<file path="src/rtl/id_hazard_ctrl.sv">
`default_nettype none
// ============================================================================
// Module   : id_hazard_ctrl
// Summary  : ID-stage immediate select, load-use bubble / redirect flush
//            control, registered EX forwarding selects and event counters.
// Revision : 1.0
// ============================================================================
module id_hazard_ctrl (
    input  logic        cpu_clk,
    input  logic        cpu_rst_n,
    input  logic        id_valid,
    input  logic [31:0] id_inst,
    input  logic        ex_valid,
    input  logic        ex_rf_we,
    input  logic        ex_is_load,
    input  logic [4:0]  ex_rd,
    input  logic        mem_valid,
    input  logic        mem_rf_we,
    input  logic [4:0]  mem_rd,
    input  logic        ex_redirect,
    output logic [2:0]  sext_op,
    output logic        pc_stall,
    output logic        ifid_stall,
    output logic        ifid_flush,
    output logic        idex_flush,
    output logic [1:0]  fwd_a_ex,
    output logic [1:0]  fwd_b_ex,
    output logic [15:0] stall_cnt,
    output logic [15:0] flush_cnt
);

    localparam logic [2:0] c_EXT_NONE = 3'd0;
    localparam logic [2:0] c_EXT_I    = 3'd1;
    localparam logic [2:0] c_EXT_S    = 3'd2;
    localparam logic [2:0] c_EXT_B    = 3'd3;
    localparam logic [2:0] c_EXT_U    = 3'd4;
    localparam logic [2:0] c_EXT_J    = 3'd5;

    localparam logic [6:0] c_OP_R     = 7'b0110011;
    localparam logic [6:0] c_OP_IMM   = 7'b0010011;
    localparam logic [6:0] c_OP_LOAD  = 7'b0000011;
    localparam logic [6:0] c_OP_JALR  = 7'b1100111;
    localparam logic [6:0] c_OP_STORE = 7'b0100011;
    localparam logic [6:0] c_OP_BR    = 7'b1100011;
    localparam logic [6:0] c_OP_LUI   = 7'b0110111;
    localparam logic [6:0] c_OP_AUIPC = 7'b0010111;
    localparam logic [6:0] c_OP_JAL   = 7'b1101111;

    localparam logic [1:0] c_FWD_RF  = 2'b00;
    localparam logic [1:0] c_FWD_MEM = 2'b01;
    localparam logic [1:0] c_FWD_WB  = 2'b10;

    typedef enum logic [0:0] {
        S_RUN   = 1'b0,
        S_STALL = 1'b1
    } state_t;

    state_t      r_state;
    logic [1:0]  r_fwd_a;
    logic [1:0]  r_fwd_b;
    logic [15:0] r_stall_cnt;
    logic [15:0] r_flush_cnt;

    logic [6:0]  w_opcode;
    logic [4:0]  w_rs1;
    logic [4:0]  w_rs2;
    logic        w_uses_rs1;
    logic        w_uses_rs2;
    logic        w_ex_rs1, w_ex_rs2, w_mem_rs1, w_mem_rs2;
    logic        w_load_use;
    logic        w_redirect;
    logic        w_bubble;
    logic [1:0]  w_fwd_a_nxt;
    logic [1:0]  w_fwd_b_nxt;

    assign w_opcode = id_inst[6:0];
    assign w_rs1    = id_inst[19:15];
    assign w_rs2    = id_inst[24:20];

    always_comb begin
        case (w_opcode)
            c_OP_IMM, c_OP_LOAD, c_OP_JALR: sext_op = c_EXT_I;
            c_OP_STORE:                     sext_op = c_EXT_S;
            c_OP_BR:                        sext_op = c_EXT_B;
            c_OP_LUI, c_OP_AUIPC:           sext_op = c_EXT_U;
            c_OP_JAL:                       sext_op = c_EXT_J;
            default:                        sext_op = c_EXT_NONE;
        endcase
    end

    assign w_uses_rs1 = (w_opcode != c_OP_LUI) && (w_opcode != c_OP_AUIPC) &&
                        (w_opcode != c_OP_JAL);
    assign w_uses_rs2 = (w_opcode == c_OP_R) || (w_opcode == c_OP_STORE) ||
                        (w_opcode == c_OP_BR);

    // x0 is hardwired, so a producer targeting it never creates a dependency.
    assign w_ex_rs1  = ex_valid  && ex_rf_we  && (ex_rd  != 5'd0) && (ex_rd  == w_rs1);
    assign w_ex_rs2  = ex_valid  && ex_rf_we  && (ex_rd  != 5'd0) && (ex_rd  == w_rs2);
    assign w_mem_rs1 = mem_valid && mem_rf_we && (mem_rd != 5'd0) && (mem_rd == w_rs1);
    assign w_mem_rs2 = mem_valid && mem_rf_we && (mem_rd != 5'd0) && (mem_rd == w_rs2);

    assign w_load_use = (r_state == S_RUN) && id_valid && ex_is_load &&
                        ((w_uses_rs1 && w_ex_rs1) || (w_uses_rs2 && w_ex_rs2));

    assign w_redirect = cpu_rst_n && ex_redirect;
    assign w_bubble   = cpu_rst_n && !ex_redirect && w_load_use;

    assign pc_stall   = w_bubble;
    assign ifid_stall = w_bubble;
    assign ifid_flush = w_redirect;
    assign idex_flush = w_redirect || w_bubble;

    always_comb begin
        w_fwd_a_nxt = c_FWD_RF;
        w_fwd_b_nxt = c_FWD_RF;
        if (w_uses_rs1 && w_ex_rs1)       w_fwd_a_nxt = c_FWD_MEM;
        else if (w_uses_rs1 && w_mem_rs1) w_fwd_a_nxt = c_FWD_WB;
        if (w_uses_rs2 && w_ex_rs2)       w_fwd_b_nxt = c_FWD_MEM;
        else if (w_uses_rs2 && w_mem_rs2) w_fwd_b_nxt = c_FWD_WB;
    end

    always_ff @(posedge cpu_clk) begin
        if (!cpu_rst_n) begin
            r_state     <= S_RUN;
            r_fwd_a     <= c_FWD_RF;
            r_fwd_b     <= c_FWD_RF;
            r_stall_cnt <= 16'd0;
            r_flush_cnt <= 16'd0;
        end else begin
            if (w_redirect) begin
                r_state <= S_RUN;
                if (r_flush_cnt != 16'hFFFF) r_flush_cnt <= r_flush_cnt + 16'd1;
            end else if (w_bubble) begin
                r_state <= S_STALL;
                if (r_stall_cnt != 16'hFFFF) r_stall_cnt <= r_stall_cnt + 16'd1;
            end else begin
                r_state <= S_RUN;
            end

            if (idex_flush) begin
                r_fwd_a <= c_FWD_RF;
                r_fwd_b <= c_FWD_RF;
            end else begin
                r_fwd_a <= w_fwd_a_nxt;
                r_fwd_b <= w_fwd_b_nxt;
            end
        end
    end

    assign fwd_a_ex  = r_fwd_a;
    assign fwd_b_ex  = r_fwd_b;
    assign stall_cnt = r_stall_cnt;
    assign flush_cnt = r_flush_cnt;

endmodule
`default_nettype wire

</file>
<file path="config.mk">
export PLATFORM = sky130hd
export DESIGN_NAME = id_hazard_ctrl
export DESIGN_NICKNAME = d
export VERILOG_FILES = /design/src/rtl/id_hazard_ctrl.sv
export SDC_FILE = /design/constraint.sdc
export NUM_CORES = 1
export LEC_CHECK = 0
export ABC_AREA = 1
export BUFFER_PORTS_ARGS = -buffer_cell sky130_fd_sc_hd__buf_2
export CELL_PAD_IN_SITES_DETAIL_PLACEMENT = 0
export CELL_PAD_IN_SITES_GLOBAL_PLACEMENT = 2
export CORE_MARGIN = 2
export CORE_UTILIZATION = 23
export DETAILED_ROUTE_END_ITERATION = 16
export PLACE_DENSITY = 0.86
export SYNTH_ARGS = -nofsm -noshare
export SYNTH_HDL_FRONTEND = slang
export SYNTH_SLANG_ARGS = --single-unit
</file>
<file path="constraint.sdc">
create_clock -name cpu_clk -period 1.6 [get_ports cpu_clk]
set_input_delay 0.24 -clock cpu_clk [delete_from_list [all_inputs] [get_ports cpu_clk]]
set_output_delay 0.24 -clock cpu_clk [all_outputs]
set_load 0.01 [all_outputs]
</file>
### After elaboration in Yosys (flattened, before gate mapping)

Cells that the tools add are included.

| cells by class | value |
|---|---|
| bitwise logic cells | 3 |
| add/sub/neg operators | 2 |
| reduce and logical (&&, ||, !) cells | 35 |
| multiplexer cells | 6 |
| equality and inequality tests | 18 |

Operators with widths:

| operator | count |
|---|---|
| $add 16x1->16 const B | 2 |
| $ne 16x16->1 const B | 2 |
| $eq 7x6->1 const B | 3 |
| $eq 7x7->1 const B | 3 |
| $eq 5x5->1 | 4 |
| $logic_and 1x1->1 | 20 |
| $pmux 3 s5 | 1 |
| $eq 7x5->1 const B | 2 |
| $reduce_bool 5->1 | 2 |
| $reduce_or 3->1 | 3 |
| $eq 7x2->1 const B | 1 |
| $ne 7x5->1 const B | 1 |
| $ne 7x6->1 const B | 1 |
| $ne 7x7->1 const B | 1 |
| $reduce_or 2->1 | 3 |
| $logic_or 1x1->1 | 4 |
| $mux 2 | 2 |
| $mux 1 | 3 |
| $not 1->1 | 3 |
| $reduce_and 3->1 | 1 |
| $reduce_and 2->1 | 1 |
| $logic_not 1->1 | 1 |

| word-level totals | value |
|---|---|
| register bits after elaboration | 37 |
| bits of input ports | 51 |
| output and inout bits | 43 |

### Longest topological paths before layout

Gate-level depths: netlist (run 1).

| logic depth | value |
|---|---|
| depth after elaboration | 9 |
| depth in mapped cells | 14 |
| gate-level depth less buffers | 14 |

### Least setup slack after synthesis (run 1)

Ideal clock, no wire load.

| timing path | value |
|---|---|
| kind | reg-to-reg |
| start point | register r_stall_cnt[1] (netlist: stall_cnt[1]) |
| end point | register r_stall_cnt[14] (netlist: stall_cnt[14]) |
| data arrival time | 1.519 ns |
| slack | -0.033 ns |
| library setup time | 0.114 ns |
| clock period less this slack | 1.633 ns |
| path buffers | 0 |
| stages on the path, launching flop included | 11 |
| required time | 1.486 ns |
| cell sequence | dfxtp_1 -> ha_1 -> nand2_1 -> nor2_1 -> nand2_1 -> nor2_2 -> nand3_1 -> nor2_2 -> nand4_2 -> o21bai_1 -> nor2_1 |

| between the ends | value |
|---|---|
| longest elaborated chain between the ends | 2 |
| elaborated cells between the ends (all ways) | 3 |
| those cells by class | 1 x add/sub; 1 x eq/ne; 1 x reduce/logical |

Ends and longest elaborated chain:

| item | line | source |
|---|---|---|
| from (decl) | 61 | `logic [15:0] r_stall_cnt;` |
| from (signal assigned) | 135 | `if (r_stall_cnt != 16'hFFFF) r_stall_cnt <= r_stall_cnt + 16'd1;` |
| branches (longest 2 deep; another with $add 16x1->16) | n/a |  |

Parallel ways; which one is timed is not known.
A chain may end at the register's enable or synchronous reset.

### Worst setup path in the final report (run 1)

| timing path | value |
|---|---|
| start point | register r_stall_cnt[0] (netlist: stall_cnt[0]) |
| end point | register r_stall_cnt[14] (netlist: stall_cnt[14]) |

The elaborated chain is that of the path after synthesis.

==> report_table.html, run 1 <==
<table>
<tr><th>Metric</th><th>Value</th></tr>
<tr><th colspan="2">Status</th></tr>
<tr><td>Status</td><td>finished, final reports clean</td></tr>
<tr><th colspan="2">Pwr</th></tr>
<tr><td>Static leakage</td><td>1.82 nW</td></tr>
<tr><td>Total power consumption of the routed design</td><td>1.96 mW</td></tr>
<tr><td>Power density over cell area</td><td>514 mW/mm^2</td></tr>
<tr><td>Max IR drop VDD</td><td>0.283 mV</td></tr>
<tr><th colspan="2">Final layout</th></tr>
<tr><td>Share of the core filled with cells in the final layout</td><td>between 30% and 40%</td></tr>
<tr><td># fillers</td><td>approximately 1,200</td></tr>
<tr><td>Storage element area</td><td>756 um^2</td></tr>
<tr><td>Non-Filler Instances</td><td>approximately 670</td></tr>
<tr><td>Multi-input gate area</td><td>0.00170 mm^2</td></tr>
<tr><td>Fraction of final layout cells with drive strength greater than 1</td><td>39.8%</td></tr>
<tr><td>Final net count</td><td>580</td></tr>
<tr><td>Leading cell types in the layout, fill and taps excluded</td><td>nand2_1, buf_2, inv_1</td></tr>
<tr><td>Layout area overhead</td><td>51.1%</td></tr>
<tr><td>Most common cell after layout, fill and taps aside</td><td>nand2_1</td></tr>
<tr><th colspan="2">Placement</th></tr>
<tr><td>IO buf count</td><td>78</td></tr>
<tr><td># placed instances</td><td>653</td></tr>
<tr><td>Worst setup timing slack at the placement stage</td><td>-95.7 ps</td></tr>
<tr><td>Placer congestion estimate</td><td>around 0.81</td></tr>
<tr><td>Detailed-placement wirelength estimate</td><td>roughly 6.0 mm</td></tr>
<tr><th colspan="2">Synthesis</th></tr>
<tr><td>Fraction of registers with async set or reset after synthesis</td><td>0%</td></tr>
<tr><td>Main combinational cell family by area after synthesis</td><td>simple AND/OR/NAND/NOR gates</td></tr>
<tr><td>Dominant register cell in the synthesized netlist</td><td>dfxtp_1</td></tr>
<tr><td>Xor and xnor area share after synthesis</td><td>4.85%</td></tr>
<tr><td>Yosys warns</td><td>0</td></tr>
<tr><td>Adder and majority gate portion of the synthesized area</td><td>less than 1%</td></tr>
<tr><td>Multiplexer share of the synthesized area</td><td>0%</td></tr>
<tr><td>Cell count after synthesis</td><td>397</td></tr>
<tr><td>Portion of synthesized cell area occupied by the leading cell type</td><td>a little under 30%</td></tr>
<tr><td>Post-synth EDFFs</td><td>0</td></tr>
<tr><td>Syn avg cell area</td><td>6.37 um^2</td></tr>
<tr><td>Dominant cells by area after synthesis</td><td>dfxtp_1, nand2_1, inv_1</td></tr>
<tr><td>Synth Net Count</td><td>450</td></tr>
<tr><td>Count of distinct cell types in the synthesized netlist</td><td>34</td></tr>
<tr><td>Synthesized cell area</td><td>approximately 0.0025 mm^2</td></tr>
<tr><td>Post-synthesis sequential area ratio</td><td>between 20% and 30%</td></tr>
<tr><td>Synth area leader</td><td>dfxtp_1</td></tr>
<tr><td>Complex-gate fraction of the synthesized area</td><td>9.70%</td></tr>
<tr><td>Number of synthesized register bits</td><td>37</td></tr>
<tr><td>Simple-gate portion of the synthesized area</td><td>roughly two fifths</td></tr>
<tr><th colspan="2">Global route</th></tr>
<tr><td>Maximum number of pins on one net before global-route repair</td><td>18</td></tr>
<tr><td>Remaining Overflow, GRT</td><td>0</td></tr>
<tr><td>Global-route wire length before repair</td><td>about 13 mm</td></tr>
<tr><td>Combined global-route utilization of all metal layers</td><td>roughly an eighth</td></tr>
<tr><td>Number of antenna violations at the first check in global routing</td><td>1</td></tr>
<tr><td>Vias in the first global route</td><td>2,749</td></tr>
<tr><th colspan="2">Clock network</th></tr>
<tr><td>Num Clock Sinks</td><td>37</td></tr>
<tr><td>Source-to-sink clock delay at the later pin of the worst-skew pair</td><td>290 ps</td></tr>
<tr><td>Longest Clk Path Bufs</td><td>2</td></tr>
<tr><td>Cell at the root of the clock tree</td><td>clkbuf_8</td></tr>
<tr><td>Clock H-tree levels</td><td>2</td></tr>
<tr><td>Clock transition time at the flip-flop clock pins of the worst setup and hold paths</td><td>approximately 80 ps</td></tr>
<tr><td>Total CTS buffers</td><td>5</td></tr>
<tr><td>CTS tree</td><td>built</td></tr>
<tr><th colspan="2">Floorplan</th></tr>
<tr><td>Initial Utilization</td><td>around a quarter</td></tr>
<tr><td>Number of rows created at floorplan</td><td>38</td></tr>
<tr><td>Num ports</td><td>94</td></tr>
<tr><td>Die Y-Extent</td><td>between 100 and 150 um</td></tr>
<tr><td>Area of the die</td><td>0.0118 mm^2</td></tr>
<tr><td>Core ar.</td><td>0.0108 mm^2</td></tr>
<tr><td>Floorplan die width</td><td>109 um</td></tr>
<tr><th colspan="2">STA</th></tr>
<tr><td>Pins Over Slew Limit</td><td>0</td></tr>
<tr><td>Min cycle time layout</td><td>1550 ps</td></tr>
<tr><td>Worst clock skew</td><td>6.73 ps</td></tr>
<tr><td>Slew at the pin closest to its max-slew limit</td><td>around 530 ps</td></tr>
<tr><td>Maximum frequency from static timing analysis</td><td>approximately 650 MHz</td></tr>
<tr><td>RSZ-0062 raised after global routing</td><td>true</td></tr>
<tr><td>Final worst path period share</td><td>96.8%</td></tr>
<tr><td>PnR worst setup slack</td><td>51.3 ps</td></tr>
<tr><td>Final hold viol count</td><td>0</td></tr>
<tr><td>Worst slew slack as a fraction of its limit</td><td>64.5%</td></tr>
<tr><td># setup viols final</td><td>0</td></tr>
<tr><th colspan="2">Route</th></tr>
<tr><td>Pre-Repair DR Iteration Count</td><td>4</td></tr>
<tr><td>Count of unresolved DRC violations after routing</td><td>0</td></tr>
<tr><td>DRC violation total after the first TritonRoute iteration</td><td>95</td></tr>
<tr><td>Remaining antenna violation count after routing</td><td>0</td></tr>
<tr><td>Vias per cell</td><td>~4.3</td></tr>
<tr><td>Via count of the routed design</td><td>2,904</td></tr>
<tr><td>Average detailed-routed wire length per instance</td><td>11.4 um</td></tr>
<tr><td>Detailed-route wire length</td><td>7.66 mm</td></tr>
<tr><th colspan="2">Job</th></tr>
<tr><td>Max-cap viol count</td><td>0</td></tr>
<tr><th colspan="2">Critical path</th></tr>
<tr><td>Data arrival at the endpoint of the critical path</td><td>1740 ps</td></tr>
<tr><td>Worst Setup Path Type</td><td>reg2reg</td></tr>
<tr><td>Capturing element type of the critical path</td><td>flop</td></tr>
<tr><td>Launching element type of the critical path</td><td>flop</td></tr>
<tr><td>WP data required</td><td>1790 ps</td></tr>
<tr><td>Largest driver fanout on the critical path</td><td>3</td></tr>
<tr><th colspan="2">Min path</th></tr>
<tr><td>Type of the most critical hold path</td><td>in2reg</td></tr>
</table>
[sequential cells by signal, indices dropped and copies added (netlist names)]
signal and cells:
flush_cnt 16, fwd_a_ex 2, fwd_b_ex 2, r_state 1, stall_cnt 16
[metrics by stage]
stage                     instance area [um^2]  hold WS (ps)  TNS [ps]
after global routing                      3820           355      -283
after floorplan                           2530           435         0
final                                     3820           349         0
after CTS                                 3640           330         0
after global placement                    3390           476      -311
after detailed placement                  3390           476      -847
[timing repair]
item,in CTS,in global routing
endpoints found under the setup margin,29,33
pin swaps,15,29
resized for setup,25,40
setup buffers,4,2
hold endpoints to repair,0,0
hold buffers,0,0
cloned,1,0
[path summary, 6_finish.rpt]
check,endpoint,from,slack [ps],cells past startpoint
max,stall_cnt[14]$_SDFFE_PN0P_,stall_cnt[0]$_SDFFE_PN0P_,50,10
min,fwd_a_ex[1]$_SDFF_PP0_,mem_valid,350,5
max reg2reg,stall_cnt[14]$_SDFFE_PN0P_,stall_cnt[0]$_SDFFE_PN0P_,50,10
min reg2reg,flush_cnt[7]$_SDFFE_PN0P_,flush_cnt[7]$_SDFFE_PN0P_,470,1
[where the power goes]
| group | total, mW | leakage [nW] | internal (mW) | switching, mW |
|---|---|---|---|---|
| logic | 0.294 | 1.47 | 0.135 | 0.159 |
| clock network | 0.743 | 0.0542 | 0.390 | 0.353 |
| registers | 0.927 | 0.303 | 0.923 | 0.00410 |
| total | 1.96 | 1.82 | 1.45 | 0.516 |
[cell type report]
| cell class | instances | area share, % |
|---|---|---|
| clock buffer | 7 | 2.52 |
| sequential | 37 | 19.8 |
| multi-input combinational | 283 | 44.5 |
| antenna | 1 | 0.0655 |
| tap | 140 | 4.59 |
| timing repair buffer | 129 | 21.2 |
| clock inverter | 1 | 0.131 |
| inverter | 71 | 7.21 |
[synth_stat cells (3+ instances only)]
master    instances
xor2_1            5
o21bai_1         12
inv_2             7
nor2_1           58
nand4_2           5
nand4_1          14
nand2_2           5
inv_1            64
dfxtp_1          37
nand2_1         100
nor4_1            4
nor3_1           12
xnor2_1           9
nor2_2            3
o21ai_0           8
or2_2             4
a21oi_1          13
nand3_1          16
[logic make-up (layout without fill, tap and decap cells)]
family | Yosys count | count (layout)
simple gates | 227 | 228
fa+ha+maj | 2 | 2
xor+xnor | 14 | 14
compound gates | 39 | 39
flops | 37 | 37
other cells | 0 | 1
buf+inv | 78 | 208
[worst max-delay path: stages, from the launching register on]
cell      delay, ps
dfxtp_2         360
ha_4            160
nand2_4          50
nor2_4           90
nand2_2          80
nor2_4          190
nand3_2         110
nor2_4          120
nand4_2          80
o21bai_1        150
nor2_1           50
[layer usage]
metal / track usage (%) / vias to the layer above / wire (um)
li1: - / 1527 / -
met4: 3.02 / 0 / 87
met3: 2.63 / 7 / 300
met5: 0 / - / 0
met1: 17.3 / 1317 / 3610
met2: 22.9 / 53 / 3660
No activity file was read; power rests on OpenSTA's default activity.
==> run 2: changes to the inputs <==
Settings changed: CELL_PAD_IN_SITES_GLOBAL_PLACEMENT 2 to 1, CORE_UTILIZATION 23 to 30, PLACE_DENSITY 0.86 to 0.85.
==> report_table.html, run 2 (synthesis results as in run 1) <==
<table>
<tr><th>Metric</th><th>Value</th></tr>
<tr><th colspan="2">Status</th></tr>
<tr><td>Status</td><td>finished, final reports clean (unchanged)</td></tr>
<tr><th colspan="2">Global route</th></tr>
<tr><td>Maximum number of pins on one net before global-route repair</td><td>18 (unchanged)</td></tr>
<tr><td>Met1 track demand over resource in global routing</td><td>19.4% (was 17.3%)</td></tr>
<tr><td>Combined global-route utilization of all metal layers</td><td>15.7% (was 13.4%)</td></tr>
<tr><td>GRT busiest layer</td><td>met2 (unchanged)</td></tr>
<tr><td>Met3 global-route usage</td><td>3.99% (was 2.63%)</td></tr>
<tr><td>Global routing usage on met2</td><td>26.7% (was 22.9%)</td></tr>
<tr><td>Vias in the first global route</td><td>2,700 (was 2,749)</td></tr>
<tr><td>Remaining Overflow, GRT</td><td>0 (unchanged)</td></tr>
<tr><td>Global-route wire length before repair</td><td>11.5 mm (was 12.7 mm)</td></tr>
<tr><td>Number of antenna violations at the first check in global routing</td><td>0 (was 1)</td></tr>
<tr><th colspan="2">Floorplan</th></tr>
<tr><td>Initial Utilization</td><td>30.9% (was 23.4%)</td></tr>
<tr><td>Num ports</td><td>94 (unchanged)</td></tr>
<tr><td>Core ar.</td><td>0.00818 mm^2 (was 0.0108 mm^2)</td></tr>
<tr><td>Number of rows created at floorplan</td><td>33 (was 38)</td></tr>
<tr><td>Die Y-Extent</td><td>95.8 um (was 109 um)</td></tr>
<tr><td>Area of the die</td><td>0.00917 mm^2 (was 0.0118 mm^2)</td></tr>
<tr><td>Floorplan die width</td><td>95.8 um (was 109 um)</td></tr>
<tr><th colspan="2">Clock network</th></tr>
<tr><td>Clock transition time at the flip-flop clock pins of the worst setup and hold paths</td><td>80 ps (about the same)</td></tr>
<tr><td>Cell at the root of the clock tree</td><td>clkbuf_8 (unchanged)</td></tr>
<tr><td>Longest Clk Path Bufs</td><td>2 (unchanged)</td></tr>
<tr><td>Num Clock Sinks</td><td>37 (unchanged)</td></tr>
<tr><td>Cts hold-fix bufs</td><td>0 (unchanged)</td></tr>
<tr><td>Clock H-tree levels</td><td>2 (unchanged)</td></tr>
<tr><td>CTS tree</td><td>built (unchanged)</td></tr>
<tr><td>Source-to-sink clock delay at the later pin of the worst-skew pair</td><td>290 ps (about the same)</td></tr>
<tr><td>Total CTS buffers</td><td>5 (unchanged)</td></tr>
<tr><th colspan="2">Final layout</th></tr>
<tr><td>Most common cell after layout, fill and taps aside</td><td>nand2_1 (unchanged)</td></tr>
<tr><td>Share of the core filled with cells in the final layout</td><td>43.4% (was 35.4%)</td></tr>
<tr><td>Antenna Cells</td><td>0 (was 1)</td></tr>
<tr><td>Final net count</td><td>567 (was 580)</td></tr>
<tr><td>Leading cell types in the layout, fill and taps excluded</td><td>nand2_1, buf_2, inv_1 (unchanged)</td></tr>
<tr><td>Fraction of final layout cells with drive strength greater than 1</td><td>36.4% (was 39.8%)</td></tr>
<tr><td>Layout area overhead</td><td>40.3% (was 51.1%)</td></tr>
<tr><th colspan="2">Route</th></tr>
<tr><td>Count of unresolved DRC violations after routing</td><td>0 (unchanged)</td></tr>
<tr><td>Remaining antenna violation count after routing</td><td>0 (unchanged)</td></tr>
<tr><td>Via count of the routed design</td><td>2,841 (was 2,904)</td></tr>
<tr><td>Average detailed-routed wire length per instance</td><td>11.4 um (about the same)</td></tr>
<tr><td>Detailed-route wire length</td><td>7.03 mm (was 7.66 mm)</td></tr>
<tr><td>Vias per cell</td><td>4.59 (was 4.34)</td></tr>
<tr><td>DRC violation total after the first TritonRoute iteration</td><td>74 (was 95)</td></tr>
<tr><td>Pre-Repair DR Iteration Count</td><td>5 (was 4)</td></tr>
<tr><th colspan="2">STA</th></tr>
<tr><td>RSZ-0062 raised after global routing</td><td>true (unchanged)</td></tr>
<tr><td>Pins Over Slew Limit</td><td>0 (unchanged)</td></tr>
<tr><td>PnR worst setup slack</td><td>10.2 ps (was 51.3 ps)</td></tr>
<tr><td>Worst slew slack as a fraction of its limit</td><td>76.6% (was 64.5%)</td></tr>
<tr><td>Min cycle time layout</td><td>1590 ps (was 1550 ps)</td></tr>
<tr><td># setup viols final</td><td>0 (unchanged)</td></tr>
<tr><td>Slew at the pin closest to its max-slew limit</td><td>349 ps (was 531 ps)</td></tr>
<tr><td>Maximum frequency from static timing analysis</td><td>629 MHz (was 646 MHz)</td></tr>
<tr><td>Worst clock skew</td><td>8.11 ps (was 6.73 ps)</td></tr>
<tr><td>Final hold viol count</td><td>0 (unchanged)</td></tr>
<tr><td>Final worst path period share</td><td>99.4% (was 96.8%)</td></tr>
<tr><th colspan="2">Placement</th></tr>
<tr><td>Worst setup timing slack at the placement stage</td><td>-42.3 ps (was -95.7 ps)</td></tr>
<tr><td>IO buf count</td><td>78 (unchanged)</td></tr>
<tr><td>Detailed-placement wirelength estimate</td><td>5.46 mm (was 5.99 mm)</td></tr>
<tr><td>Placer congestion estimate</td><td>0.865 (was 0.806)</td></tr>
<tr><th colspan="2">Critical path</th></tr>
<tr><td>Slowest library cell on the worst path</td><td>dfxtp_2 (unchanged)</td></tr>
<tr><td>Delay of the slowest critical-path stage</td><td>350 ps (was 360 ps)</td></tr>
<tr><td>Data arrival at the endpoint of the critical path</td><td>1780 ps (was 1740 ps)</td></tr>
<tr><td>Capturing element type of the critical path</td><td>flop (unchanged)</td></tr>
<tr><td>Family with the most delay on the worst path</td><td>simple AND/OR/NAND/NOR gates (unchanged)</td></tr>
<tr><td>Worst Setup Path Type</td><td>reg2reg (unchanged)</td></tr>
<tr><td>WP data required</td><td>1790 ps (about the same)</td></tr>
<tr><td>Largest driver fanout on the critical path</td><td>5 (was 3)</td></tr>
<tr><td>Buf+Inv Stages, Crit Path</td><td>1 (was 0)</td></tr>
<tr><td>Launching element type of the critical path</td><td>flop (unchanged)</td></tr>
<tr><td>Cell-by-cell listing of the critical path</td><td>ha_4, nand2_4, nor2_4, nand2_2, nor2_4, nand4_2, nand4_2, nand2_1, inv_1, nor2_1 (was ha_4, nand2_4, nor2_4, nand2_2, nor2_4, nand3_2, nor2_4, nand4_2, o21bai_1, nor2_1)</td></tr>
<tr><th colspan="2">Pwr</th></tr>
<tr><td>Max IR drop VDD</td><td>0.243 mV (was 0.283 mV)</td></tr>
<tr><td>Combinational Power Share</td><td>14.0% (was 15.0%)</td></tr>
<tr><td>Power density over cell area</td><td>525 mW/mm^2 (was 514 mW/mm^2)</td></tr>
<tr><td>Switching Power</td><td>481 uW (was 516 uW)</td></tr>
<tr><td>Proportion of power drawn by the clock network</td><td>36.3% (was 37.8%)</td></tr>
<tr><td>Switching fraction of total power</td><td>25.8% (was 26.3%)</td></tr>
<tr><td>Sequential cell fraction of total power</td><td>49.8% (was 47.2%)</td></tr>
<tr><td>Total internal power</td><td>1.38 mW (was 1.45 mW)</td></tr>
<tr><td>Static leakage</td><td>1.74 nW (was 1.82 nW)</td></tr>
<tr><th colspan="2">Job</th></tr>
<tr><td>Max-cap viol count</td><td>0 (unchanged)</td></tr>
<tr><th colspan="2">Min path</th></tr>
<tr><td>Type of the most critical hold path</td><td>in2reg (unchanged)</td></tr>
</table>
[run 2: final cells by class]
cell class	instances	area, um^2
clock buffer	7	86.3
fill	866	4630
inverter	71	269
multi-input combinational	283	1600
sequential	37	747
tap	105	131
timing repair buffer	116	709
[run 2: per-stage QoR]
stage | setup TNS (ps) | instances | hold WS, ps | total power [mW] | cell area (um^2)
after global routing | -1340 | 619 | 291 | 1.97 | 3550
after CTS | -67.9 | 614 | 272 | 1.89 | 3370
final | 0 | 619 | 291 | 1.86 | 3550
after floorplan | 0 | 397 | 435 | 1.08 | 2530
after detailed placement | -144 | 604 | 478 | 1.20 | 3220
after global placement | -60.2 | 604 | 473 | 1.20 | 3220
[run 2: what timing repair did]
item / CTS / global route
endpoints found under the hold margin: 0 / 0
endpoints found under the setup margin: 17 / 33
buffers inserted: 3 / 4
pin swaps: 4 / 23
gates cloned: 0 / 1
resized for setup: 10 / 37
[run 2: final timing paths]
path	startpoint	end	slack (ps)	depth (start not counted)
worst max-delay path	stall_cnt[1]$_SDFFE_PN0P_	stall_cnt[15]$_SDFFE_PN0P_	10	10
worst min-delay path	ex_redirect	r_state$_SDFF_PP0_	290	4
worst max register to register	stall_cnt[1]$_SDFFE_PN0P_	stall_cnt[15]$_SDFFE_PN0P_	10	10
worst min register to register	flush_cnt[3]$_SDFFE_PN0P_	flush_cnt[3]$_SDFFE_PN0P_	480	1
[run 2: power groups by stage]
stage	Combinational (mW)	Clock [mW]	Sequential, mW
final	0.260	0.676	0.927
after global routing	0.293	0.748	0.927
after CTS	0.257	0.703	0.926
after detailed placement	0.252	0	0.948
after global placement	0.248	0	0.948
after floorplan	0.133	0	0.951
[run 2: metal layers]
metal	vias up	routed length (um)
li1	1502	-
met1	1259	3150
met2	67	3360
met3	13	397
met4	0	128
met5	-	0
[run 2: tightest hold or removal path: cells and delay by family]
family,cells,cell delay [ps]
AND/OR/NAND/NOR,2,140
buffers and inverters,2,160
==> run 3: changes to the inputs <==
Settings changed: CORE_UTILIZATION 30 to 31, CTS_BUF_LIST set to sky130_fd_sc_hd__clkbuf_8, PLACE_DENSITY 0.85 to 0.87.
==> report_table.html, run 3 (synthesis results as in run 1) <==
<table>
<tr><th>Metric</th><th>Value</th></tr>
<tr><th colspan="2">Route</th></tr>
<tr><td>DRC violation total after the first TritonRoute iteration</td><td>80 (was 74)</td></tr>
<tr><td>Count of unresolved DRC violations after routing</td><td>0 (unchanged)</td></tr>
<tr><td>Pre-Repair DR Iteration Count</td><td>4 (was 5)</td></tr>
<tr><td>Remaining antenna violation count after routing</td><td>0 (unchanged)</td></tr>
<tr><td>Detailed-route wire length</td><td>7.14 mm (was 7.03 mm)</td></tr>
<tr><td>Average detailed-routed wire length per instance</td><td>11.6 um (was 11.4 um)</td></tr>
<tr><td>Vias per cell</td><td>4.57 (was 4.59)</td></tr>
<tr><td>Via count of the routed design</td><td>2,814 (was 2,841)</td></tr>
<tr><th colspan="2">Critical path</th></tr>
<tr><td>Slack of the worst reg-to-reg path</td><td>60 ps (was 10 ps)</td></tr>
<tr><td>Worst Setup Path Type</td><td>reg2reg (unchanged)</td></tr>
<tr><td>Data arrival at the endpoint of the critical path</td><td>1720 ps (was 1780 ps)</td></tr>
<tr><td>Launching element type of the critical path</td><td>flop (unchanged)</td></tr>
<tr><td>Largest driver fanout on the critical path</td><td>3 (was 5)</td></tr>
<tr><td>Delay of the slowest critical-path stage</td><td>360 ps (was 350 ps)</td></tr>
<tr><td>Cell-by-cell listing of the critical path</td><td>ha_4, nand2_4, nor2_4, nand2_2, nor2_4, nand3_2, nor2_4, nand4_2, o21bai_1, nor2_1 (was ha_4, nand2_4, nor2_4, nand2_2, nor2_4, nand4_2, nand4_2, nand2_1, inv_1, nor2_1)</td></tr>
<tr><td>Slowest library cell on the worst path</td><td>dfxtp_2 (unchanged)</td></tr>
<tr><td>Capturing element type of the critical path</td><td>flop (unchanged)</td></tr>
<tr><td>Most used cell along the critical path</td><td>nor2_4</td></tr>
<tr><td>WP data required</td><td>1790 ps (about the same)</td></tr>
<tr><th colspan="2">Global route</th></tr>
<tr><td>Vias in the first global route</td><td>2,651 (was 2,700)</td></tr>
<tr><td>Number of antenna violations at the first check in global routing</td><td>0 (unchanged)</td></tr>
<tr><td>Remaining Overflow, GRT</td><td>0 (unchanged)</td></tr>
<tr><td>Maximum number of pins on one net before global-route repair</td><td>18 (unchanged)</td></tr>
<tr><td>Global-route wire length before repair</td><td>11.6 mm (was 11.5 mm)</td></tr>
<tr><td>Combined global-route utilization of all metal layers</td><td>16.0% (was 15.7%)</td></tr>
<tr><th colspan="2">Clock network</th></tr>
<tr><td>Clock transition time at the flip-flop clock pins of the worst setup and hold paths</td><td>80 ps (about the same)</td></tr>
<tr><td>CTS tree</td><td>built (unchanged)</td></tr>
<tr><td>Source-to-sink clock delay at the later pin of the worst-skew pair</td><td>300 ps (was 290 ps)</td></tr>
<tr><td>Total CTS buffers</td><td>5 (unchanged)</td></tr>
<tr><td>Num Clock Sinks</td><td>37 (unchanged)</td></tr>
<tr><td>Cell at the root of the clock tree</td><td>clkbuf_8 (unchanged)</td></tr>
<tr><td>Clock H-tree levels</td><td>2 (unchanged)</td></tr>
<tr><td>Cts hold-fix bufs</td><td>0 (unchanged)</td></tr>
<tr><td>Longest Clk Path Bufs</td><td>2 (unchanged)</td></tr>
<tr><th colspan="2">Floorplan</th></tr>
<tr><td>Initial Utilization</td><td>32.4% (was 30.9%)</td></tr>
<tr><td>Num ports</td><td>94 (unchanged)</td></tr>
<tr><td>Number of rows created at floorplan</td><td>32 (was 33)</td></tr>
<tr><td>Die Y-Extent</td><td>94.3 um (was 95.8 um)</td></tr>
<tr><td>Core ar.</td><td>0.00781 mm^2 (was 0.00818 mm^2)</td></tr>
<tr><td>Area of the die</td><td>0.00889 mm^2 (was 0.00917 mm^2)</td></tr>
<tr><td>Floorplan die width</td><td>94.3 um (was 95.8 um)</td></tr>
<tr><th colspan="2">STA</th></tr>
<tr><td># setup viols final</td><td>0 (unchanged)</td></tr>
<tr><td>Maximum frequency from static timing analysis</td><td>651 MHz (was 629 MHz)</td></tr>
<tr><td>Worst clock skew</td><td>11.1 ps (was 8.11 ps)</td></tr>
<tr><td>Pins Over Slew Limit</td><td>0 (unchanged)</td></tr>
<tr><td>Final worst path period share</td><td>96.1% (was 99.4%)</td></tr>
<tr><td>Post-Route Setup TNS</td><td>0 ps (unchanged)</td></tr>
<tr><td>RSZ-0062 raised after global routing</td><td>true (unchanged)</td></tr>
<tr><td>Min cycle time layout</td><td>1540 ps (was 1590 ps)</td></tr>
<tr><td>Final-layout worst hold slack</td><td>320 ps (was 291 ps)</td></tr>
<tr><td>Worst slew slack as a fraction of its limit</td><td>71.0% (was 76.6%)</td></tr>
<tr><td>Slew at the pin closest to its max-slew limit</td><td>435 ps (was 349 ps)</td></tr>
<tr><td>Final hold viol count</td><td>0 (unchanged)</td></tr>
<tr><th colspan="2">Final layout</th></tr>
<tr><td>Final net count</td><td>566 (was 567)</td></tr>
<tr><td># fillers</td><td>793 (was 866)</td></tr>
<tr><td>Multi-input gate area</td><td>0.00164 mm^2 (was 0.00160 mm^2)</td></tr>
<tr><td>Antenna Cells</td><td>0 (unchanged)</td></tr>
<tr><td>Storage element area</td><td>752 um^2 (was 747 um^2)</td></tr>
<tr><td>Share of the core filled with cells in the final layout</td><td>46.1% (was 43.4%)</td></tr>
<tr><td>Fraction of final layout cells with drive strength greater than 1</td><td>37.0% (was 36.4%)</td></tr>
<tr><td>Final instance area</td><td>0.00360 mm^2 (was 0.00355 mm^2)</td></tr>
<tr><td>Leading cell types in the layout, fill and taps excluded</td><td>nand2_1, buf_2, inv_1 (unchanged)</td></tr>
<tr><td>Layout area overhead</td><td>42.3% (was 40.3%)</td></tr>
<tr><td>Most common cell after layout, fill and taps aside</td><td>nand2_1 (unchanged)</td></tr>
<tr><th colspan="2">Pwr</th></tr>
<tr><td>Static leakage</td><td>1.77 nW (was 1.74 nW)</td></tr>
<tr><td>Total power consumption of the routed design</td><td>1.84 mW (was 1.86 mW)</td></tr>
<tr><td>Power density over cell area</td><td>511 mW/mm^2 (was 525 mW/mm^2)</td></tr>
<tr><td>Max IR drop VDD</td><td>0.268 mV (was 0.243 mV)</td></tr>
<tr><th colspan="2">Placement</th></tr>
<tr><td>Placer congestion estimate</td><td>0.848 (was 0.865)</td></tr>
<tr><td>Placement-stage cell area</td><td>0.00321 mm^2 (was 0.00322 mm^2)</td></tr>
<tr><td>IO buf count</td><td>78 (unchanged)</td></tr>
<tr><td>Detailed-placement wirelength estimate</td><td>5.35 mm (was 5.46 mm)</td></tr>
<tr><th colspan="2">Min path</th></tr>
<tr><td>Type of the most critical hold path</td><td>in2reg (unchanged)</td></tr>
<tr><th colspan="2">Job</th></tr>
<tr><td>Max-cap viol count</td><td>0 (unchanged)</td></tr>
<tr><th colspan="2">Status</th></tr>
<tr><td>Status</td><td>finished, final reports clean (unchanged)</td></tr>
</table>
==> run 3: cell types whose count changed in the layout (fill, tap and decap cells not counted), sizes merged <==
cell / delta
clkinv: +2
clkbuf: -2
buf: -1
inv: +1
==> run 3: report_power, final <==
| group | total [mW] | switching, mW | internal, mW |
|---|---|---|---|
| Combinational | 0.262 | 0.148 | 0.114 |
| Clock | 0.647 | 0.351 | 0.296 |
| Sequential | 0.930 | 0.00511 | 0.925 |
==> run 3: path summary, 6_finish.rpt <==
kind,startpoint,cells past startpoint,end
setup / recovery,stall_cnt[1]$_SDFFE_PN0P_,10,stall_cnt[14]$_SDFFE_PN0P_
hold / removal,mem_valid,5,fwd_b_ex[1]$_SDFF_PP0_
setup reg to reg,stall_cnt[1]$_SDFFE_PN0P_,10,stall_cnt[14]$_SDFFE_PN0P_
hold reg to reg,flush_cnt[3]$_SDFFE_PN0P_,1,flush_cnt[3]$_SDFFE_PN0P_
==> run 3: layout make-up <==
cell class / instances / share of cell area (%)
clock buffer: 5 / 1.91
clock inverter: 3 / 0.383
sequential: 37 / 20.9
tap: 102 / 3.55
multi-input combinational: 283 / 45.6
timing repair buffer: 115 / 20.0
inverter: 71 / 7.62
==> run 3: critical path: cells and delay by family (launching register included) <==
family | cells | cell delay [ps]
adders and majority gates | 1 | 150
and+or+nand+nor | 8 | 780
DFF | 1 | 360
AOI/OAI and AO/OA | 1 | 150
==> run 3: what timing repair did <==
action | CTS | global route
gates cloned | 0 | 1
gates resized for setup | 3 | 54
setup buffers | 0 | 10
setup endpoints to repair | 5 | 35
pin swaps | 3 | 32
==> run 3: metrics by stage <==
| stage | setup slack [ps] | std cells |
|---|---|---|
| 6_report | 62.8 | 616 |
| 5_1_grt | -67.7 | 616 |
| 4_1_cts | -0.907 | 605 |
| 3_5_place_dp | -14.6 | 597 |
| 3_3_place_gp | -9.22 | 597 |
| 2_1_floorplan | 31.8 | 397 |
==> run 3: layer usage <==
metal  share of wire [%]  wire [um]  GRT usage, %
met5                   0          0             0
met4                0.70         50          3.38
met3                 3.8        270          3.05
met2                  49       3500          28.0
met1                  46       3320          20.4
